<file path="src/rtl/fabosc_pkg.sv">
// ----------------------------------------------------------------------------
// fabosc_pkg
//   Shared types and helpers for the RCOSC fabric tick generator.
//   - fabosc_state_t : settle / run state of the tick generator
//   - clog2_min1()   : ceil(log2(n)) clamped to at least 1, so that select
//                      fields never collapse to zero width
//   - RCOSC_FREQ_HZ  : nominal fabric oscillator frequency
// ----------------------------------------------------------------------------
package fabosc_pkg;

    localparam int RCOSC_FREQ_HZ = 50_000_000;

    typedef enum logic [0:0] {
        ST_SETTLE,
        ST_RUN
    } fabosc_state_t;

    function automatic int clog2_min1(input int n);
        return (n <= 2) ? 1 : $clog2(n);
    endfunction

endpackage

</file>
<file path="src/rtl/fabosc_tick_ch.sv">
// ----------------------------------------------------------------------------
// fabosc_tick_ch
//   One tick channel: divider register, down-counter and registered tick.
//   The counter reloads from div_reg whenever the channel is idle (not running,
//   disabled or being realigned) and after every tick, so a new divider only
//   takes effect at the next reload and a running period is never cut short.
// Ports
//   clk    in  fabric clock
//   resetn in  synchronous active-low reset
//   run    in  generator has finished settling
//   en     in  channel enable (level)
//   we     in  divider write strobe for this channel
//   wdata  in  divider value to write
//   sync   in  realign request (forces reload, suppresses tick)
//   tick   out one-cycle tick strobe, registered
// ----------------------------------------------------------------------------
module fabosc_tick_ch #(
    parameter int DIV_W       = 16,
    parameter int DEFAULT_DIV = 49
) (
    input  logic             clk,
    input  logic             resetn,
    input  logic             run,
    input  logic             en,
    input  logic             we,
    input  logic [DIV_W-1:0] wdata,
    input  logic             sync,
    output logic             tick
);

    logic [DIV_W-1:0] div_reg;
    logic [DIV_W-1:0] cnt_reg;
    logic             tick_reg;

    always_ff @(posedge clk) begin
        if (!resetn) begin
            div_reg  <= DIV_W'(DEFAULT_DIV);
            cnt_reg  <= DIV_W'(DEFAULT_DIV);
            tick_reg <= 1'b0;
        end else begin
            // Reloads below read the pre-edge div_reg, so a write landing on
            // a reload edge only affects the following period.
            if (we) begin
                div_reg <= wdata;
            end

            if (!run || !en || sync) begin
                cnt_reg  <= div_reg;
                tick_reg <= 1'b0;
            end else if (cnt_reg == '0) begin
                cnt_reg  <= div_reg;
                tick_reg <= 1'b1;
            end else begin
                cnt_reg  <= cnt_reg - DIV_W'(1);
                tick_reg <= 1'b0;
            end
        end
    end

    assign tick = tick_reg;

endmodule

</file>
<file path="src/rtl/fabosc_tick_gen.sv">
// ----------------------------------------------------------------------------
// fabosc_tick_gen
//   Multi-channel programmable tick generator on the 50 MHz RCOSC fabric clock.
//   After reset all outputs stay quiet for SETTLE_CYCLES cycles while the
//   oscillator settles; then each enabled channel emits a one-cycle tick every
//   (divider + 1) cycles.
// Optional feature
//   FABOSC_SYNC_EN : when defined adds input sync; a high sync while running
//                    reloads every channel counter so all channels restart in
//                    phase. Without it the sync port does not exist.
// Ports
//   clk     in  RCOSC fabric clock (post-CLKINT)
//   resetn  in  synchronous active-low reset
//   cfg_we  in  divider write strobe
//   cfg_ch  in  channel select for the write (out-of-range selects ignored)
//   cfg_div in  divider value to write
//   ch_en   in  per-channel enable, level
//   ready   out settling complete
//   tick    out per-channel one-cycle tick strobes, registered
//   sync    in  realign all channels (FABOSC_SYNC_EN only)
// ----------------------------------------------------------------------------
module fabosc_tick_gen
    import fabosc_pkg::*;
#(
    parameter int NUM_CH        = 4,
    parameter int DIV_W         = 16,
    parameter int DEFAULT_DIV   = 49,
    parameter int SETTLE_CYCLES = 1024
) (
    input  logic                            clk,
    input  logic                            resetn,
    input  logic                            cfg_we,
    input  logic [clog2_min1(NUM_CH)-1:0]   cfg_ch,
    input  logic [DIV_W-1:0]                cfg_div,
    input  logic [NUM_CH-1:0]               ch_en,
    output logic                            ready,
    output logic [NUM_CH-1:0]               tick
`ifdef FABOSC_SYNC_EN
    ,
    input  logic                            sync
`endif
);

    localparam int CH_W = clog2_min1(NUM_CH);
    localparam int SC_W = clog2_min1(SETTLE_CYCLES);
    localparam logic [SC_W-1:0] SETTLE_LAST = SC_W'(SETTLE_CYCLES - 1);

    fabosc_state_t   state_reg;
    logic [SC_W-1:0] settle_cnt_reg;
    logic            ready_reg;
    logic            run;
    logic            sync_int;
    logic [NUM_CH-1:0] ch_we;

`ifdef FABOSC_SYNC_EN
    assign sync_int = sync;
`else
    assign sync_int = 1'b0;
`endif

    // Settling FSM: count out the window, then sit in RUN until reset.
    always_ff @(posedge clk) begin
        if (!resetn) begin
            state_reg      <= ST_SETTLE;
            settle_cnt_reg <= '0;
            ready_reg      <= 1'b0;
        end else if (state_reg == ST_SETTLE) begin
            if (settle_cnt_reg == SETTLE_LAST) begin
                state_reg <= ST_RUN;
                ready_reg <= 1'b1;
            end else begin
                settle_cnt_reg <= settle_cnt_reg + SC_W'(1);
            end
        end else begin
            ready_reg <= 1'b1;
        end
    end

    assign run   = (state_reg == ST_RUN);
    assign ready = ready_reg;

    generate
        for (genvar gi = 0; gi < NUM_CH; gi++) begin : g_ch
            // Only in-range selects can match, so writes to cfg_ch >= NUM_CH
            // fall through without touching any channel.
            assign ch_we[gi] = cfg_we && (cfg_ch == CH_W'(gi));

            fabosc_tick_ch #(
                .DIV_W       (DIV_W),
                .DEFAULT_DIV (DEFAULT_DIV)
            ) u_ch (
                .clk    (clk),
                .resetn (resetn),
                .run    (run),
                .en     (ch_en[gi]),
                .we     (ch_we[gi]),
                .wdata  (cfg_div),
                .sync   (sync_int),
                .tick   (tick[gi])
            );
        end
    endgenerate

endmodule

</file>
<file path="config.mk">
export PLATFORM = sky130hd
export DESIGN_NAME = fabosc_tick_gen
export DESIGN_NICKNAME = d
export VERILOG_FILES = /design/src/rtl/fabosc_pkg.sv /design/src/rtl/fabosc_tick_ch.sv /design/src/rtl/fabosc_tick_gen.sv
export SDC_FILE = /design/constraint.sdc
export NUM_CORES = 1
export LEC_CHECK = 0
export ABC_AREA = 1
export CORE_AREA = 2 2 108 110
export CTS_CLUSTER_SIZE = 30
export DETAILED_ROUTE_END_ITERATION = 8
export DIE_AREA = 0 0 110 112
export GPL_ROUTABILITY_DRIVEN = 0
export PLACE_DENSITY = 0.81
export SLEW_MARGIN = 20
export SYNTH_ARGS = -nofsm -noshare
export SYNTH_HDL_FRONTEND = slang
export SYNTH_SLANG_ARGS = --single-unit
</file>
<file path="constraint.sdc">
create_clock -name clk -period 3.19 [get_ports clk]
set_clock_uncertainty 0.1 [all_clocks]
set_input_delay 0.638 -clock clk [delete_from_list [all_inputs] [get_ports clk]]
set_output_delay 0.638 -clock clk [all_outputs]
set_load 0.1 [all_outputs]
</file>
==> results of run 1 <==
-- cell usage in the layout (no fill, tap or decap), types with 4 or more instances in the layout --
cell type	count
clkinv_2	5
xnor2_1	7
nand4_1	9
a21oi_1	57
o21ai_1	7
buf_4	8
nand2_4	5
ha_1	9
nand2_2	4
nor2_4	4
nand2_1	259
clkbuf_16	17
nor2_2	10
clkdlybuf4s50_1	23
dfxtp_1	144
xor2_1	20
nand3b_1	4
inv_1	117
nor2_1	204
clkbuf_8	4
nor3_1	6
nand3_1	80
o21ai_0	53
o21bai_1	6
inv_2	5
-- cell usage after synthesis (8+ instances only) --
cell,count
nand3_1,80
dfxtp_1,144
buf_6,10
o21ai_0,53
a21oi_1,57
clkbuf_1,10
nand4_1,9
ha_1,9
nor2_1,204
nand2_1,259
inv_1,117
xor2_1,20
buf_2,8
nor2_2,10
-- worst min-delay path by stage --
stage          slack [ns]  depth (start not counted)                      from                  endpoint
2_1_floorplan        0.33                          2   g_ch[2].u_ch.div_reg[1]   g_ch[2].u_ch.cnt_reg[1]
3_3_place_gp         0.34                          2   g_ch[3].u_ch.div_reg[5]   g_ch[3].u_ch.div_reg[5]
3_5_place_dp         0.34                          2   g_ch[3].u_ch.div_reg[5]   g_ch[3].u_ch.div_reg[5]
4_1_cts              0.35                          2  g_ch[0].u_ch.div_reg[13]  g_ch[0].u_ch.div_reg[13]
5_1_grt              0.37                          2  g_ch[2].u_ch.div_reg[12]  g_ch[2].u_ch.div_reg[12]
6_report             0.35                          2  g_ch[3].u_ch.div_reg[11]  g_ch[3].u_ch.div_reg[11]
-- cells by family after synthesis --
| family | synth area share (%) |
|---|---|
| flops | 40.7 |
| xor+xnor | 3.34 |
| buf+inv | 9.80 |
| compound gates | 9.12 |
| simple gates | 35.4 |
| fa+ha+maj | 1.59 |
-- stage by stage --
| step | setup slack [ns] | util, % | power, mW | cell area, um2 |
|---|---|---|---|---|
| floorplan | 1.53 | - | 2.17 | 7080 |
| global placement | 0.768 | 65.4 | 2.26 | 7310 |
| global route | 0.904 | 70.8 | 4.35 | 7910 |
| CTS | 1.10 | 70.8 | 4.23 | 7910 |
| finish | 1.08 | 70.8 | 4.21 | 7910 |
| detailed placement | 0.693 | 65.4 | 2.27 | 7310 |
-- power by group --
part           switching [mW]  internal (mW)  total (mW)
Clock                   0.737           1.23        1.96
Combinational           0.210          0.120       0.331
Sequential             0.0397           1.87        1.91
Total                   0.987           3.22        4.21
-- tightest hold or removal path, stage by stage, from the launching register on --
cell and delay (ns):
dfxtp_1 0.30, inv_1 0.06, a21oi_1 0.05
-- layout make-up --
| type | count | share of cell area [%] |
|---|---|---|
| clock buffer | 22 | 6.12 |
| tap | 143 | 2.26 |
| clock inverter | 10 | 1.38 |
| timing repair buffer | 31 | 3.67 |
| inverter | 123 | 5.84 |
| sequential | 144 | 36.5 |
| multi-input combinational | 751 | 44.3 |
-- metal layers --
metal  global-route usage (%)  wire length [um]
met3                     5.80               708
met1                     35.1              7300
met2                     41.9              7190
met4                     9.03               299
met5                        0                 0
==> flow_metrics.py, run 1 <==
metrics = {
    "clock_network": {
        "cts_tree": "done",
        "cts_root_buf": "clkbuf_16",
        "cts_buffer_depth": 2,
        "cts_htree_levels": 4,
        "numCtsBuffers": 17,
        "cts.repair.resized": 0,
        "cts_setup_buffers": 0,
        "holdBufCountCts": 0,
        "clk_pin_slew_ns": 0.06,
        "clk_latency_ns": 0.42,
        "cts.sinks": 144,
    },
    "critical_path": {
        "end_kind": "flip-flop",
        "cpMaxStageDelayCell": "clkdlybuf4s50_1",
        "crit_family": "buffers and inverters",
        "reg2reg_depth": 9,
        "worstPathArrival_ns": 2.28,
        "reg2reg_to": "g_ch[3].u_ch.cnt_reg[2]",
        "path_cells": "clkdlybuf4s50_1 > nor3_4 > inv_1 > o21ai_0 > a21oi_1",
        "critical_path_class": "input pin to flip-flop",
        "reg2reg_setup_slack_ns": 1.30,
        "slowest_delay_ns": 0.53,
        "required_ns": 3.36,
        "cp-startpoint": "cfg_ch[1]",
        "path_depth": 5,
        "crit_end": "g_ch[0].u_ch.div_reg[11]",
        "critPathBufInv": 2,
        "startpoint_type": "input pin",
        "regToRegStartpoint": "g_ch[3].u_ch.cnt_reg[0]",
        "crit_fanout": 26,
    },
    "route": {
        "wl_um": 15500,
        "drt_iter0_drc": 477,
        "drc": 0,
        "wire_per_inst_um": 12.7,
        "viasPerCell": 5.15,
        "dr.pass1.iters": 5,
        "ant_nets": 0,
        "num_vias": 6302,
    },
    "sta": {
        "rsz0062_at_grt": "false",
        "setup-violations-final": 0,
        "slew_violations": 0,
        "maxSlewHeadroom_pct": 57.1,
        "hold_viol_final": 0,
        "fin_crit_ns": 2.11,
        "fin_crit_sh_pct": 66.1,
        "tightest_slew_ns": 0.643,
        "hold_ws_ns": 0.353,
        "tns_ns": 0,
        "fmax_ghz": 0.474,
    },
    "place": {
        "placed_cells": 1192,
        "hpwl_um": 10100,
        "io_buffers": 29,
    },
    "floorplan": {
        "fp.dieArea_um2": 12300,
        "rows": 39,
        "die_x_um": 110,
        "dieHeight_um": 112,
        "ios": 30,
        "core_area_um2": 11200,
        "initial_core_util_pct": 63.3,
    },
    "cells_and_area": {
        "multi_input_area_um2": 3500,
        "drive_above_1_share_pct": 6.57,
        "seq_area_um2": 2880,
        "antenna_cells": 0,
        "fillers": 928,
        "final_nets": 1102,
        "stdcell_count": 1224,
        "syn2layout_area_growth_pct": 11.7,
    },
    "yosys": {
        "synth.top_cell.area_share_pct": 40.7,
        "ys_top_cells_by_area": "dfxtp_1 (41%), nand2_1 (14%), nor2_1 (11%), inv_1 (6.2%), nand3_1 (5.7%)",
        "syn-num-nets": 1087,
        "synth-main-ff-cell": "dfxtp_1",
        "yosysSeqAreaShare_pct": 40.7,
        "synth_edf_count": 0,
        "yosysWarnings": 0,
        "synth-seq-cells": 144,
        "synth_cells": 1053,
        "async_flop_share_pct": 0,
        "synth_area_um2": 7080,
        "syn_area_per_cell_um2": 6.72,
        "ys_types": 31,
        "synth_top_cell_by_area": "dfxtp_1",
    },
    "power_and_ir_drop": {
        "ir_drop_mv": 0.439,
        "power_density_nw_per_um2": 532,
        "leakage_nw": 3.83,
    },
    "min_path": {
        "hold_path_class": "flip-flop to flip-flop",
    },
    "grt": {
        "antenna_found_initial": 0,
        "gr-total-overflow": 0,
        "grt_pass1_vias": 5544,
        "grt_start_max_net_pins": 55,
        "grt_pass1_wl_um": 25500,
        "grt_usage_pct": 26.3,
    },
    "run_status": {
        "status": "finished clean",
    },
    "job": {
        "timing.max_cap.violations": 0,
    },
}
Power figures use the tool's default switching activity.
==> run 2: changes to the inputs <==
CORE_AREA = 2 2 111 113   (was 2 2 108 110)
DIE_AREA = 0 0 113 115   (was 0 0 110 112)
PLACE_DENSITY = 0.77   (was 0.81)
clock period = 2 ns   (was 3.19 ns; I/O delays follow)
==> flow_metrics.py, run 2 (synthesis gave the netlist of run 1 again) <==
metrics = {
    "critical_path": {
        "startpoint_type": "flip-flop",
        "cpMaxStageDelayCell": "dfxtp_1",
        "critical_path_class": "flip-flop to flip-flop",
        "required_ns": 2.17,
        "path_cells": "inv_1 > ha_1 > nand3_1 > nor2_1 > nand3_2 > nand2_4 > inv_1 > nand2_1 > nand3_1",
        "reg2reg_setup_slack_ns": 0.21,
        "worstPathArrival_ns": 1.96,
        "slowest_delay_ns": 0.30,
        "crit_fanout": 25,
        "end_kind": "flip-flop",
    },
    "floorplan": {
        "dieHeight_um": 115,
        "core_area_um2": 11800,
        "die_x_um": 113,
        "fp.dieArea_um2": 13000,
        "ios": 30,
        "rows": 40,
        "initial_core_util_pct": 59.9,
    },
    "power_and_ir_drop": {
        "p_clk_share_pct": 48.5,
        "ir_drop_mv": 0.595,
        "internal_power_mw": 5.41,
        "p_switching_mw": 1.58,
        "swShare_pct": 22.7,
        "power_density_nw_per_um2": 862,
        "seq_power_share_pct": 43.6,
        "combPwrFrac_pct": 7.9,
        "leakage_nw": 3.94,
    },
    "clock_network": {
        "cts_root_buf": "clkbuf_16",
        "clk_pin_slew_ns": 0.06,
        "cts_setup_buffers": 0,
        "holdBufCountCts": 0,
        "cts_htree_levels": 4,
        "cts.repair.resized": 0,
        "cts.sinks": 144,
        "cts_tree": "done",
        "clk_latency_ns": 0.41,
        "cts_buffer_depth": 2,
        "numCtsBuffers": 17,
    },
    "cells_and_area": {
        "final_nets": 1117,
        "drive_above_1_share_pct": 7.85,
        "final_common_cell": "nand2_1",
        "layout_common_cells": "nand2_1 (259), nor2_1 (204), dfxtp_1 (144)",
        "stdcell_count": 1243,
        "multi_input_area_um2": 3500,
        "seq_area_um2": 2880,
        "fillers": 1043,
        "antenna_cells": 0,
        "syn2layout_area_growth_pct": 14.6,
    },
    "sta": {
        "setup-violations-final": 0,
        "tns_ns": 0,
        "fin_crit_ns": 1.79,
        "fin_crit_sh_pct": 89.4,
        "fmax_ghz": 0.559,
        "hold_viol_final": 0,
        "slew_violations": 0,
        "maxSlewHeadroom_pct": 61.3,
        "tightest_slew_ns": 0.580,
        "rsz0062_at_grt": "false",
        "fin_ws_ns": 0.211,
    },
    "route": {
        "num_vias": 6363,
        "dr.pass1.iters": 7,
        "wire_per_inst_um": 12.6,
        "wl_um": 15600,
        "ant_nets": 0,
        "viasPerCell": 5.12,
        "drt_iter0_drc": 449,
        "drc": 1,
    },
    "place": {
        "preCtsSetupSlack_ns": -0.0123,
        "placed_cells": 1211,
        "hpwl_um": 10600,
        "io_buffers": 29,
    },
    "job": {
        "timing.max_cap.violations": 0,
    },
    "grt": {
        "grt_usage_pct": 25.4,
        "grt_start_max_net_pins": 80,
        "grt_pass1_wl_um": 26500,
        "antenna_found_initial": 0,
        "grt_pass1_vias": 5659,
        "gr-total-overflow": 0,
    },
    "min_path": {
        "hold_path_class": "flip-flop to flip-flop",
    },
    "run_status": {
        "status": "finished, violations left",
        "violations": "design-rule violations",
    },
}
[run 2: cell count changes in the layout (fill, tap and decap cells not counted), sizes merged]
cell,change
buf,+15
bufinv,+2
clkinv,-1
clkinvlp,-1
[run 2: cell type report]
cell class              instances  share of cell area (%)
inverters                     123                    5.69
well taps                     147                    2.27
flip-flops and latches        144                    35.5
repair buffers                 46                    5.43
multi-input cells             751                    43.2
clock inverters                10                    1.93
clock buffers                  22                    5.97
[run 2: stage by stage]
step / total power, mW / hold slack (ns) / cell area, um2 / util [%]
final: 6.99 / 0.352 / 8110 / 68.7
after global routing: 7.24 / 0.366 / 8110 / 68.7
after CTS: 7.03 / 0.351 / 8110 / 68.7
after detailed placement: 3.65 / 0.343 / 7470 / 63.2
after global placement: 3.64 / 0.339 / 7470 / 63.2
after floorplan: 3.46 / 0.327 / 7080 / -
[run 2: power groups by stage]
stage          Sequential (mW)  Clock [mW]  Combinational (mW)
6_report                  3.05        3.39               0.551
3_5_place_dp              3.11           0               0.542
2_1_floorplan             3.09           0               0.373
4_1_cts                   3.05        3.43               0.551
3_3_place_gp              3.11           0               0.532
5_1_grt                   3.06        3.56               0.628
[run 2: worst max-delay path: cells and delay by family (launching register included)]
kind	cells	cell delay, ns
and+or+nand+nor	6	0.76
buffers and inverters	2	0.31
DFF	1	0.30
adders and majority gates	1	0.17
[run 2: metal layers]
layer / share of wire (%) / track usage, %
met1: 45 / 33.2
met2: 48 / 41.8
met3: 4.5 / 5.38
met4: 2.0 / 9.27
met5: 0 / 0
[run 2: path summary, 6_finish.rpt]
check	startpoint	endpoint	depth (start not counted)
worst min-delay path	g_ch[3].u_ch.div_reg[15]	g_ch[3].u_ch.div_reg[15]	2
worst max-delay path	g_ch[1].u_ch.cnt_reg[0]	g_ch[1].u_ch.cnt_reg[5]	9
worst max register to register	g_ch[1].u_ch.cnt_reg[0]	g_ch[1].u_ch.cnt_reg[5]	9
worst min register to register	g_ch[3].u_ch.div_reg[15]	g_ch[3].u_ch.div_reg[15]	2
==> run 3: changes to the inputs <==
==> constraint.sdc (replaced) <==
create_clock -name clk -period 2 [get_ports clk]
set_clock_uncertainty 0.1 [all_clocks]
set_input_delay 0.4 -clock clk [delete_from_list [all_inputs] [get_ports clk]]
set_output_delay 0.4 -clock clk [all_outputs]
set_load 0.005 [all_outputs]
==> flow_metrics.py, run 3 (synthesis gave the netlist of run 1 again) <==
metrics = {
    "critical_path": {
        "required_ns": 1.50,
        "crit_fanout": 2,
        "startpoint_type": "flip-flop",
        "path_cells": "clkdlybuf4s50_1",
        "worstPathArrival_ns": 1.29,
        "end_kind": "output pin",
        "critPathBufInv": 1,
        "slowest_delay_ns": 0.54,
        "cpMaxStageDelayCell": "clkdlybuf4s50_1",
        "critical_path_class": "flip-flop to output pin",
        "crit_family": "buffers and inverters",
    },
    "floorplan": {
        "initial_core_util_pct": 59.9,
        "fp.dieArea_um2": 13000,
        "rows": 40,
        "ios": 30,
        "die_x_um": 113,
        "dieHeight_um": 115,
        "core_area_um2": 11800,
    },
    "clock_network": {
        "cts.repair.resized": 0,
        "cts.sinks": 144,
        "clk_pin_slew_ns": 0.06,
        "cts_htree_levels": 4,
        "cts_setup_buffers": 0,
        "numCtsBuffers": 17,
        "cts_buffer_depth": 2,
        "clk_latency_ns": 0.42,
        "holdBufCountCts": 0,
        "cts_root_buf": "clkbuf_16",
        "cts_tree": "done",
    },
    "power_and_ir_drop": {
        "internal_power_mw": 5.57,
        "p_clk_share_pct": 49.7,
        "ir_drop_mv": 0.808,
        "power_density_nw_per_um2": 878,
        "p_switching_mw": 1.58,
        "power.total_mw": 7.16,
        "leakage_nw": 3.94,
        "combPwrFrac_pct": 7.7,
        "seq_power_share_pct": 42.6,
        "swShare_pct": 22.1,
    },
    "cells_and_area": {
        "final_area_um2": 8150,
        "utilization_pct": 69.0,
        "fillers": 1016,
        "syn2layout_area_growth_pct": 15.2,
        "seq_area_um2": 2880,
        "antenna_cells": 0,
        "final_common_cell": "nand2_1",
        "final_nets": 1115,
        "drive_above_1_share_pct": 7.22,
        "stdcell_count": 1241,
        "multi_input_area_um2": 3500,
        "layout_common_cells": "nand2_1 (259), nor2_1 (204), dfxtp_1 (144)",
    },
    "route": {
        "wl_um": 15500,
        "num_vias": 6379,
        "dr.pass1.iters": 7,
        "ant_nets": 0,
        "drc": 1,
        "drt_iter0_drc": 404,
        "wire_per_inst_um": 12.5,
        "viasPerCell": 5.14,
    },
    "sta": {
        "maxSlewHeadroom_pct": 71.4,
        "rsz0062_at_grt": "false",
        "tns_ns": 0,
        "fmax_ghz": 0.559,
        "fin_ws_ns": 0.210,
        "setup-violations-final": 0,
        "tightest_slew_ns": 0.428,
        "fin_crit_ns": 1.79,
        "hold_viol_final": 0,
        "hold_ws_ns": 0.223,
        "fin_crit_sh_pct": 89.5,
        "slew_violations": 0,
    },
    "min_path": {
        "hold_path_class": "input pin to flip-flop",
    },
    "place": {
        "hpwl_um": 10600,
        "io_buffers": 29,
        "preCtsSetupSlack_ns": 0.0438,
        "placed_cells": 1209,
        "place_area_um2": 7480,
    },
    "run_status": {
        "violations": "design-rule violations",
        "status": "finished, violations left",
    },
    "job": {
        "timing.max_cap.violations": 0,
    },
    "grt": {
        "grt_pass1_wl_um": 26300,
        "gr-total-overflow": 0,
        "grt_start_max_net_pins": 61,
        "grt_usage_pct": 25.3,
        "grt_pass1_vias": 5678,
        "antenna_found_initial": 0,
    },
}
==> run 3: cell count changes in the layout (fill, tap and decap cells not counted) <==
| cell | delta |
|---|---|
| buf_4 | -8 |
| buf_12 | +1 |
| clkdlybuf4s50_1 | +5 |
| clkinv_2 | -2 |
| bufinv_16 | +1 |
| clkbuf_8 | +1 |
==> run 3: area by class of cell <==
| cell class | count | area share, % |
|---|---|---|
| Clock buffer | 23 | 6.11 |
| Clock inverter | 9 | 2.16 |
| Inverter | 123 | 5.66 |
| Multi-Input combinational cell | 751 | 42.9 |
| Sequential cell | 144 | 35.4 |
| Tap cell | 147 | 2.26 |
| Timing Repair Buffer | 44 | 5.52 |
==> run 3: worst paths after layout <==
kind                            start                  endpoint  slack [ns]  cells after the start
max                             ready                     ready        0.21                      1
min                            resetn   g_ch[0].u_ch.cnt_reg[4]        0.22                      2
max reg2reg   g_ch[3].u_ch.cnt_reg[0]  g_ch[3].u_ch.cnt_reg[15]        0.26                     10
min reg2reg  g_ch[3].u_ch.div_reg[11]  g_ch[3].u_ch.div_reg[11]        0.35                      2
==> run 3: routing by layer <==
| layer | track usage, % | share of wire (%) | vias up |
|---|---|---|---|
| met3 | 4.74 | 4.0 | 23 |
| met2 | 41.8 | 47 | 114 |
| met5 | 0 | 0 | - |
| met4 | 9.92 | 2.1 | 0 |
| li1 | - | - | 3351 |
| met1 | 33.0 | 47 | 2891 |
==> run 3: power groups by stage <==
| stage | Sequential [mW] | Combinational (mW) | Clock (mW) |
|---|---|---|---|
| final | 3.05 | 0.552 | 3.56 |
| after global routing | 3.06 | 0.627 | 3.73 |
| after CTS | 3.05 | 0.553 | 3.60 |
| after detailed placement | 3.11 | 0.547 | 0 |
| after global placement | 3.10 | 0.536 | 0 |
| after floorplan | 3.09 | 0.373 | 0 |
